$ cat config.mk
export PLATFORM = sky130hd
export DESIGN_NAME = spi_mosi_rx_flat
export DESIGN_NICKNAME = d
export VERILOG_FILES = /design/src/rtl/spi_pkg.sv /design/src/rtl/spi_mosi_rx_if.sv /design/src/rtl/spi_sync2.sv /design/src/rtl/spi_mosi_rx.sv /design/src/flat_wrapper.sv
export SDC_FILE = /design/constraint.sdc
export NUM_CORES = 1
export LEC_CHECK = 0
export ABC_AREA = 1
export CORE_UTILIZATION = 30
export DETAILED_ROUTE_END_ITERATION = 8
export SETUP_SLACK_MARGIN = 0.5
export SLEW_MARGIN = 0
export SYNTH_ARGS = -nofsm -noshare
export SYNTH_HDL_FRONTEND = slang
export SYNTH_HIERARCHICAL = 1
export SYNTH_SLANG_ARGS = --single-unit
$ cat constraint.sdc
create_clock -name i_CLK -period 1 [get_ports i_CLK]
set_input_delay 0.15 -clock i_CLK [delete_from_list [all_inputs] [get_ports i_CLK]]
set_output_delay 0.15 -clock i_CLK [all_outputs]
set_load 0.02 [all_outputs]
$ cat src/rtl/spi_pkg.sv
// rtl/spi_pkg.sv - shared constants and FSM encoding for the SPI MOSI receiver
package spi_pkg;

    localparam int WIDTH_DEFAULT = 8;

    typedef enum logic {
        ST_IDLE  = 1'b0,
        ST_SHIFT = 1'b1
    } state_t;

    function automatic int cnt_width(input int w);
        return $clog2(w) + 1;
    endfunction

endpackage

$ cat src/rtl/spi_mosi_rx_if.sv
// rtl/spi_mosi_rx_if.sv - serial inputs and word-level handshake of the MOSI receiver
interface spi_mosi_rx_if #(
    parameter int WIDTH = spi_pkg::WIDTH_DEFAULT
);
    logic             i_SCK;
    logic             i_CS;
    logic             i_MOSI;
    logic             i_DC;
    logic             i_READY;
    logic [WIDTH-1:0] o_DATA;
    logic             o_DC;
    logic             o_VALID;
    logic             o_BUSY;
    logic             o_FRAME_ERR;
    logic             o_OVERRUN;

    modport slave (
        input  i_SCK, i_CS, i_MOSI, i_DC, i_READY,
        output o_DATA, o_DC, o_VALID, o_BUSY, o_FRAME_ERR, o_OVERRUN
    );

    modport master (
        output i_SCK, i_CS, i_MOSI, i_DC, i_READY,
        input  o_DATA, o_DC, o_VALID, o_BUSY, o_FRAME_ERR, o_OVERRUN
    );
endinterface

$ cat src/rtl/spi_sync2.sv
// rtl/spi_sync2.sv - two-flop synchronizer with selectable reset value
module spi_sync2 #(
    parameter logic RST_VAL = 1'b0
) (
    input  logic clk,
    input  logic rst_n,
    input  logic d,
    output logic q
);
    logic meta;

    always_ff @(posedge clk or negedge rst_n) begin
        if (!rst_n) begin
            meta <= RST_VAL;
            q    <= RST_VAL;
        end else begin
            meta <= d;
            q    <= meta;
        end
    end
endmodule

$ cat src/rtl/spi_mosi_rx.sv
// rtl/spi_mosi_rx.sv - SPI MOSI word receiver with D/C capture, overrun and framing checks
module spi_mosi_rx
    import spi_pkg::*;
#(
    parameter int WIDTH = WIDTH_DEFAULT
) (
    input  logic         i_CLK,
    input  logic         i_RST_N,
    spi_mosi_rx_if.slave bus
);
    localparam int            CW   = cnt_width(WIDTH);
    localparam logic [CW-1:0] LAST = CW'(WIDTH - 1);

    logic sck_s, cs_s, mosi_s, dc_s, sck_d;

    spi_sync2 #(.RST_VAL(1'b0)) u_sync_sck  (.clk(i_CLK), .rst_n(i_RST_N), .d(bus.i_SCK),  .q(sck_s));
    spi_sync2 #(.RST_VAL(1'b1)) u_sync_cs   (.clk(i_CLK), .rst_n(i_RST_N), .d(bus.i_CS),   .q(cs_s));
    spi_sync2 #(.RST_VAL(1'b0)) u_sync_mosi (.clk(i_CLK), .rst_n(i_RST_N), .d(bus.i_MOSI), .q(mosi_s));
    spi_sync2 #(.RST_VAL(1'b0)) u_sync_dc   (.clk(i_CLK), .rst_n(i_RST_N), .d(bus.i_DC),   .q(dc_s));

    state_t           state, state_nxt;
    logic [1:0]       settle;
    logic             armed;
    logic [CW-1:0]    cnt;
    logic [WIDTH-1:0] shreg, data_q;
    logic             dc_lat, dc_q, valid_q, fe_q, ov_q;

    logic             sck_rise, accept, word_done, word_dc;
    logic [WIDTH-1:0] word_nxt;

    assign sck_rise  = sck_s & ~sck_d;
    assign accept    = valid_q & bus.i_READY;
    assign word_nxt  = {shreg[WIDTH-2:0], mosi_s};
    assign word_dc   = (cnt == '0) ? dc_s : dc_lat;
    assign word_done = (state == ST_SHIFT) && !cs_s && sck_rise && (cnt == LAST);

    always_ff @(posedge i_CLK or negedge i_RST_N) begin
        if (!i_RST_N) state <= ST_IDLE;
        else          state <= state_nxt;
    end

    always_comb begin
        state_nxt = state;
        case (state)
            ST_IDLE:  if (armed && !cs_s) state_nxt = ST_SHIFT;
            ST_SHIFT: if (cs_s)           state_nxt = ST_IDLE;
        endcase
    end

    // The CS synchronizer resets to "deselected", so a CS already low at reset
    // release must first be seen high (after the chain has flushed) to arm.
    always_ff @(posedge i_CLK or negedge i_RST_N) begin
        if (!i_RST_N) begin
            settle <= 2'd0;
            armed  <= 1'b0;
        end else begin
            if (settle != 2'd3)         settle <= settle + 2'd1;
            if (settle == 2'd3 && cs_s) armed  <= 1'b1;
        end
    end

    always_ff @(posedge i_CLK or negedge i_RST_N) begin
        if (!i_RST_N) begin
            sck_d   <= 1'b0;
            cnt     <= '0;
            shreg   <= '0;
            dc_lat  <= 1'b0;
            data_q  <= '0;
            dc_q    <= 1'b0;
            valid_q <= 1'b0;
            fe_q    <= 1'b0;
            ov_q    <= 1'b0;
        end else begin
            sck_d <= sck_s;
            fe_q  <= 1'b0;
            ov_q  <= 1'b0;
            if (accept) valid_q <= 1'b0;

            if (state == ST_SHIFT) begin
                if (cs_s) begin
                    if (cnt != '0) fe_q <= 1'b1;
                    cnt   <= '0;
                    shreg <= '0;
                end else if (sck_rise) begin
                    shreg <= word_nxt;
                    if (cnt == '0) dc_lat <= dc_s;
                    if (word_done) begin
                        cnt <= '0;
                        // A word completing on the accept cycle replaces the one leaving.
                        if (!valid_q || bus.i_READY) begin
                            data_q  <= word_nxt;
                            dc_q    <= word_dc;
                            valid_q <= 1'b1;
                        end else begin
                            ov_q <= 1'b1;
                        end
                    end else begin
                        cnt <= cnt + 1'b1;
                    end
                end
            end
        end
    end

    assign bus.o_DATA      = data_q;
    assign bus.o_DC        = dc_q;
    assign bus.o_VALID     = valid_q;
    assign bus.o_BUSY      = (state == ST_SHIFT);
    assign bus.o_FRAME_ERR = fe_q;
    assign bus.o_OVERRUN   = ov_q;
endmodule

$ cat src/flat_wrapper.sv
// flat-port wrapper written by rule: the top's interface ports become plain ports
module spi_mosi_rx_flat import spi_pkg::*;
#(
    parameter int WIDTH = WIDTH_DEFAULT
)
  (i_CLK, i_RST_N, bus_i_SCK, bus_i_CS, bus_i_MOSI, bus_i_DC, bus_i_READY, bus_o_DATA, bus_o_DC, bus_o_VALID, bus_o_BUSY, bus_o_FRAME_ERR, bus_o_OVERRUN);
  spi_mosi_rx_if #(.WIDTH(WIDTH)) bus_i ();
  input  logic i_CLK;
  input  logic i_RST_N;
  input wire logic [$bits(bus_i.i_SCK)-1:0] bus_i_SCK;
  input wire logic [$bits(bus_i.i_CS)-1:0] bus_i_CS;
  input wire logic [$bits(bus_i.i_MOSI)-1:0] bus_i_MOSI;
  input wire logic [$bits(bus_i.i_DC)-1:0] bus_i_DC;
  input wire logic [$bits(bus_i.i_READY)-1:0] bus_i_READY;
  output wire logic [$bits(bus_i.o_DATA)-1:0] bus_o_DATA;
  output wire logic [$bits(bus_i.o_DC)-1:0] bus_o_DC;
  output wire logic [$bits(bus_i.o_VALID)-1:0] bus_o_VALID;
  output wire logic [$bits(bus_i.o_BUSY)-1:0] bus_o_BUSY;
  output wire logic [$bits(bus_i.o_FRAME_ERR)-1:0] bus_o_FRAME_ERR;
  output wire logic [$bits(bus_i.o_OVERRUN)-1:0] bus_o_OVERRUN;
  assign bus_i.i_SCK = bus_i_SCK;
  assign bus_i.i_CS = bus_i_CS;
  assign bus_i.i_MOSI = bus_i_MOSI;
  assign bus_i.i_DC = bus_i_DC;
  assign bus_i.i_READY = bus_i_READY;
  assign bus_o_DATA = bus_i.o_DATA;
  assign bus_o_DC = bus_i.o_DC;
  assign bus_o_VALID = bus_i.o_VALID;
  assign bus_o_BUSY = bus_i.o_BUSY;
  assign bus_o_FRAME_ERR = bus_i.o_FRAME_ERR;
  assign bus_o_OVERRUN = bus_i.o_OVERRUN;
  spi_mosi_rx #(.WIDTH(WIDTH)) u_core (.i_CLK(i_CLK), .i_RST_N(i_RST_N), .bus(bus_i));
endmodule
==> flow_summary.json, run 1 <==
{
  "status": "finished with violations",
  "violations": "negative hold slack, negative setup slack",
  "clkPwrFrac_pct": 37.3,
  "cts-root-buf": "clkbuf_8",
  "path_max_fanout": 5,
  "grt_overflow": 0,
  "routed_wl_um": 3290,
  "p_int_mw": 2.33,
  "max-slew-margin-rel_pct": 81.5,
  "num_io_pins": 20,
  "ys_seq_elements": 37,
  "fin_crit_sh_pct": 122,
  "antenna_left": 0,
  "h-tree-depth": 2,
  "synth.area.top_cells": "dfrtp_1 (60%), nand2_1 (10%), nand3_1 (3.8%)",
  "path_clk_slew_ps": 70,
  "area_growth_pct": 62.7,
  "fp.dieH_um": 71.6,
  "firstDrtPassIters": 4,
  "die_w_um": 71.6,
  "vias": 1144,
  "comb_power_share_pct": 10.8,
  "synth_cell_type_count": 21,
  "final-max-slew-violation-count": 0,
  "place_congestion": 0.767,
  "grt_max_degree": 38,
  "cp.required_ps": 1180,
  "ir_drop_v": 0.000713,
  "grt_first_pass_wirelength_um": 5300,
  "clock_skew_ps": 4.43,
  "min_period_ps": 1220,
  "coreArea_mm2": 0.00450,
  "pre_cts_ws_ps": -223,
  "antenna_cells": 0,
  "p_leak_nw": 1.13,
  "finalHoldViolCount": 35,
  "setup_ws_ps": -216,
  "cp.arrival_ps": 1390,
  "hold_path.class": "in2async",
  "crit_chain": "ha_2, nand3_4, inv_4, nand3_4, nand2_1, nand2_1",
  "max_cap_viol_count": 0,
  "die_area_mm2": 0.00512,
  "clkLatencyLatePin_ps": 290,
  "worstPathBufferInverterCount": 1,
  "antenna_found_initial": 0,
  "synth_area_per_cell_um2": 10.7,
  "critical_path_class": "reg2reg",
  "reg2reg_to": "u_core/bus.o_DATA[5]",
  "ff2ff_setup_slack_ps": -220,
  "r2r_cells": 6,
  "synthCells": 136,
  "nets": 207,
  "ctsHoldBuffers": 0,
  "start_kind": "flop",
  "clockBufferDepth": 2,
  "portBuffers": 19,
  "start_util_pct": 32.2,
  "switchingPower_mw": 0.705,
  "first_global_vias": 1205,
  "critPathLaunch": "u_core/cnt[0]",
  "crit_path_end_kind": "flop",
  "tightest_slew_ps": 277,
  "rows": 24,
  "cp_slowest_stage_delay_ps": 380,
  "yosys_warnings": 6,
  "crit_family": "simple AND/OR/NAND/NOR gates",
  "synth_top_area_cell": "dfrtp_1",
  "syn_area_mm2": 0.00145,
  "vias_per_cell": 4.58,
  "layout-drive-gt1-share_pct": 55.6,
  "seqPwrFrac_pct": 51.8,
  "cts_inserted_buffers": 5,
  "syn_nets": 146,
  "r2r-start": "u_core/cnt[0]",
  "cts_tree": "done",
  "rsz0062_at_grt": "true",
  "finalSetupViolations": 26,
  "wl_per_cell_um": 13.1,
  "drt_iter0_markers": 57,
  "yosysTopAreaCellShare_pct": 60.3,
  "powerDensity_mw_per_mm2": 1290,
  "cts.sinks": 37,
  "hold_slack_ps": -64.9,
  "remaining_drc_errors": 0,
  "total_power_mw": 3.04,
  "yosysSeqAreaShare_pct": 64.0,
  "switching_share_pct": 23.2,
  "crit_slowest_cell": "dfrtp_1",
  "fmax_mhz": 823,
  "grtUsageTotal_pct": 13.9,
  "hpwl_um": 2000
}
how the worst max path moves through the flow:
stage / slack, ps / cells past startpoint / endpoint
after floorplan: -80 / 6 / u_core/bus.o_DATA[1]
after CTS: -180 / 6 / u_core/bus.o_DATA[6]
after global routing: -270 / 6 / u_core/bus.o_DC
after detailed placement: -220 / 6 / u_core/bus.o_DATA[0]
after global placement: -190 / 6 / u_core/bus.o_DATA[7]
final: -220 / 6 / u_core/bus.o_DATA[5]
flip-flops by register name, indices dropped and copies added (netlist names), 2 cells and up:
| signal | count |
|---|---|
| u_core/cnt | 4 |
| u_core/settle | 2 |
| u_core/shreg | 7 |
| u_core/bus.o_DATA | 8 |
cells by family (layout without fill, tap and decap cells):
kind of cell / after synthesis / in the layout / synth area share [%]
simple gates: 60 / 62 / 20.9
flops: 37 / 37 / 64.0
buf+inv: 18 / 78 / 4.74
compound gates: 14 / 14 / 5.26
fa+ha+maj: 3 / 3 / 2.59
xor+xnor: 3 / 3 / 1.81
mux: 1 / 1 / 0.776
synthesized netlist by cell type (all sizes together):
cell   count
nand3     13
nand2     40
xor2       1
ha         3
nor2       7
dfrtp     35
buf        1
a21oi      1
inv       17
xnor2      2
o22ai      5
o21ai      8
mux2       1
dfstp      2
through the flow:
| stage | instances | util, % | hold slack, ps | setup TNS, ps | cell area [um2] |
|---|---|---|---|---|---|
| detailed placement | 226 | 42.4 | 339 | -4100 | 1910 |
| global route | 250 | 52.4 | -62.9 | -4830 | 2360 |
| finish | 250 | 52.4 | -64.9 | -3430 | 2360 |
| floorplan | 136 | - | -146 | -842 | 1500 |
| CTS | 245 | 49.4 | 244 | -3220 | 2220 |
| global placement | 226 | 42.4 | 335 | -3300 | 1910 |
what timing repair did:
item | in CTS | in global routing
resized for setup | 101 | 19
cloned | 2 | 1
hold endpoints to repair | 0 | 35
setup endpoints to repair | 43 | 45
pin swaps | 9 | 11
setup buffers | 9 | 4
metal layers:
layer | part of all wire, % | vias up | GRT usage, %
met5 | 0 | - | 0
met4 | 1.8 | 0 | 6.54
met3 | 4.2 | 9 | 6.19
met2 | 53 | 21 | 22.8
met1 | 41 | 559 | 15.6
li1 | - | 555 | -
power by group through the flow:
stage / registers, mW / clock network [mW] / logic (mW)
6_report: 1.58 / 1.13 / 0.329
5_1_grt: 1.58 / 1.22 / 0.360
4_1_cts: 1.57 / 1.17 / 0.279
3_5_place_dp: 1.60 / 0 / 0.224
3_3_place_gp: 1.60 / 0 / 0.217
2_1_floorplan: 1.60 / 0 / 0.0905
cells in the final DEF, fill, tap and decap left out, drive strengths merged, types with 2 or more instances in the layout:
| master | instances |
|---|---|
| ha | 3 |
| nor2 | 7 |
| clkdlybuf4s50 | 5 |
| o21ai | 8 |
| nand3 | 14 |
| o22ai | 5 |
| xnor2 | 2 |
| dfrtp | 35 |
| nand2 | 41 |
| inv | 17 |
| dfstp | 2 |
| clkbuf | 8 |
| buf | 46 |
layout make-up:
cell class | instances | area, um2
Fill cell | 388 | 2140
Sequential cell | 37 | 942
Multi-Input combinational cell | 83 | 646
Timing Repair Buffer | 53 | 541
Clock buffer | 7 | 96.3
Inverter | 17 | 66.3
Tap cell | 52 | 65.1
Clock inverter | 1 | 5.00
Note: power is estimated with default switching activity, not from simulation.
==> run 2: changes to the inputs <==
--- a/config.mk
+++ b/config.mk
@@ -6,6 +6,7 @@
 export NUM_CORES = 1
 export LEC_CHECK = 0
 export ABC_AREA = 1
+export CORE_ASPECT_RATIO = 1.2
 export CORE_UTILIZATION = 30
 export DETAILED_ROUTE_END_ITERATION = 8
 export SETUP_SLACK_MARGIN = 0.5
==> flow_summary.json, run 2 (synthesis gave the netlist of run 1 again) <==
{
  "area_growth_pct": 61.1,
  "portBuffers": 19,
  "crit_path_end_kind": "flop",
  "h-tree-depth": 2,
  "die_w_um": 65.5,
  "fin_setup_tns_ps": -3470,
  "drt_iter0_markers": 39,
  "remaining_drc_errors": 0,
  "fin_util_pct": 50.5,
  "wl_per_cell_um": 12.9,
  "first_global_vias": 1143,
  "place_congestion": 0.800,
  "clkLatencyLatePin_ps": 290,
  "cp.arrival_ps": 1420,
  "cts-root-buf": "clkbuf_8",
  "fmax_mhz": 834,
  "layout-drive-gt1-share_pct": 55.1,
  "setup_ws_ps": -198,
  "firstDrtPassIters": 5,
  "grtUsageTotal_pct": 13.4,
  "largest_register_ff_count": 8,
  "dp.cells": 230,
  "hold_slack_ps": -54.9,
  "status": "finished with violations",
  "min_period_ps": 1200,
  "tightest_slew_ps": 352,
  "grt_overflow": 0,
  "antenna_found_initial": 0,
  "ir_drop_v": 0.000886,
  "antenna_left": 0,
  "critical_path_class": "reg2reg",
  "max-slew-margin-rel_pct": 76.4,
  "hpwl_um": 1970,
  "antenna_cells": 0,
  "clockBufferDepth": 2,
  "coreArea_mm2": 0.00463,
  "rsz0062_at_grt": "true",
  "start_util_pct": 31.4,
  "rows": 27,
  "path_max_fanout": 5,
  "nets": 205,
  "vias_per_cell": 4.56,
  "path_clk_slew_ps": 70,
  "violations": "negative hold slack, negative setup slack",
  "max_cap_viol_count": 0,
  "hold_path.class": "in2async",
  "fp.dieH_um": 78.2,
  "cts.sinks": 37,
  "powerDensity_mw_per_mm2": 1240,
  "final_cell_mix": "nand2_1 (30), dfrtp_1 (23), buf_6 (21), buf_4 (21), dfrtp_2 (12)",
  "grt_max_degree": 38,
  "layout_commonest_cell": "nand2_1",
  "cp.required_ps": 1220,
  "layoutNonFillerInstCount": 254,
  "fill_cells": 392,
  "p_leak_nw": 1.09,
  "cts_tree": "done",
  "die_area_mm2": 0.00512,
  "finalSetupViolations": 26,
  "clock_skew_ps": 11.5,
  "vias": 1158,
  "cts_inserted_buffers": 5,
  "grt_first_pass_wirelength_um": 5160,
  "total_power_mw": 2.91,
  "final-max-slew-violation-count": 0,
  "finalHoldViolCount": 35,
  "ctsHoldBuffers": 0,
  "fin_crit_sh_pct": 120,
  "routed_wl_um": 3290,
  "num_io_pins": 20,
  "start_kind": "flop"
}
run 2: cell count changes in the layout (fill, tap and decap cells not counted), sizes merged:
| cell | delta |
|---|---|
| nand2 | -1 |
| clkinv | -1 |
| nor2 | +1 |
| buf | -2 |
| clkbuf | +1 |
run 2: metal layers:
metal	track usage, %	up-vias	share of wire (%)
met3	4.36	6	3.1
li1	-	555	-
met1	15.9	568	42
met5	0	-	0
met4	4.57	0	1.5
met2	22.5	29	54
run 2: timing repair:
action	in CTS	in global routing
cloned	1	2
pin swaps	4	8
resized for setup	95	26
endpoints found under the hold margin	0	17
endpoints found under the setup margin	43	45
buffers inserted	8	5
run 2: power breakdown:
group          leakage, nW  internal (mW)  switching [mW]  total (mW)
clock network       0.0455          0.562           0.499        1.06
logic                0.596          0.131           0.141       0.272
registers            0.453           1.54          0.0361        1.58
total                 1.09           2.23           0.676        2.91
run 2: stage by stage:
stage | cell area [um2] | setup slack (ps)
after floorplan | 1500 | -78.4
after global placement | 1900 | -203
after detailed placement | 1900 | -241
after CTS | 2170 | -153
after global routing | 2340 | -249
final | 2340 | -198
run 2: layout make-up:
cell class | instances | area, um2 | area share [%]
flip-flops and latches | 37 | 943 | 40.3
multi-input cells | 83 | 644 | 27.6
clock buffers | 8 | 90.1 | 3.85
repair buffers | 51 | 522 | 22.3
well taps | 58 | 72.6 | 3.10
inverters | 17 | 66.3 | 2.84
run 2: path summary, 6_finish.rpt:
kind | startpoint | to | slack (ps) | cells past startpoint
worst max-delay path | u_core/cnt[1] | u_core/bus.o_DATA[3] | -200 | 6
worst min-delay path | i_RST_N | u_core/bus.o_DC | -50 | 2
worst max register to register | u_core/cnt[1] | u_core/bus.o_DATA[3] | -200 | 6
worst min register to register | u_core/u_sync_sck/meta | u_core/u_sync_sck/q | 350 | 0
max in group asynchronous | i_RST_N | u_core/u_sync_cs/q | 830 | 2
min in group i_CLK | bus_i_CS | u_core/u_sync_cs/meta | 270 | 1
run 2: critical path, cell delays in order, from the launching register on:
cell	delay (ps)
dfrtp_1	420
ha_4	170
nand3_4	90
buf_6	140
nor2_4	150
nand3_1	100
nand2_1	70
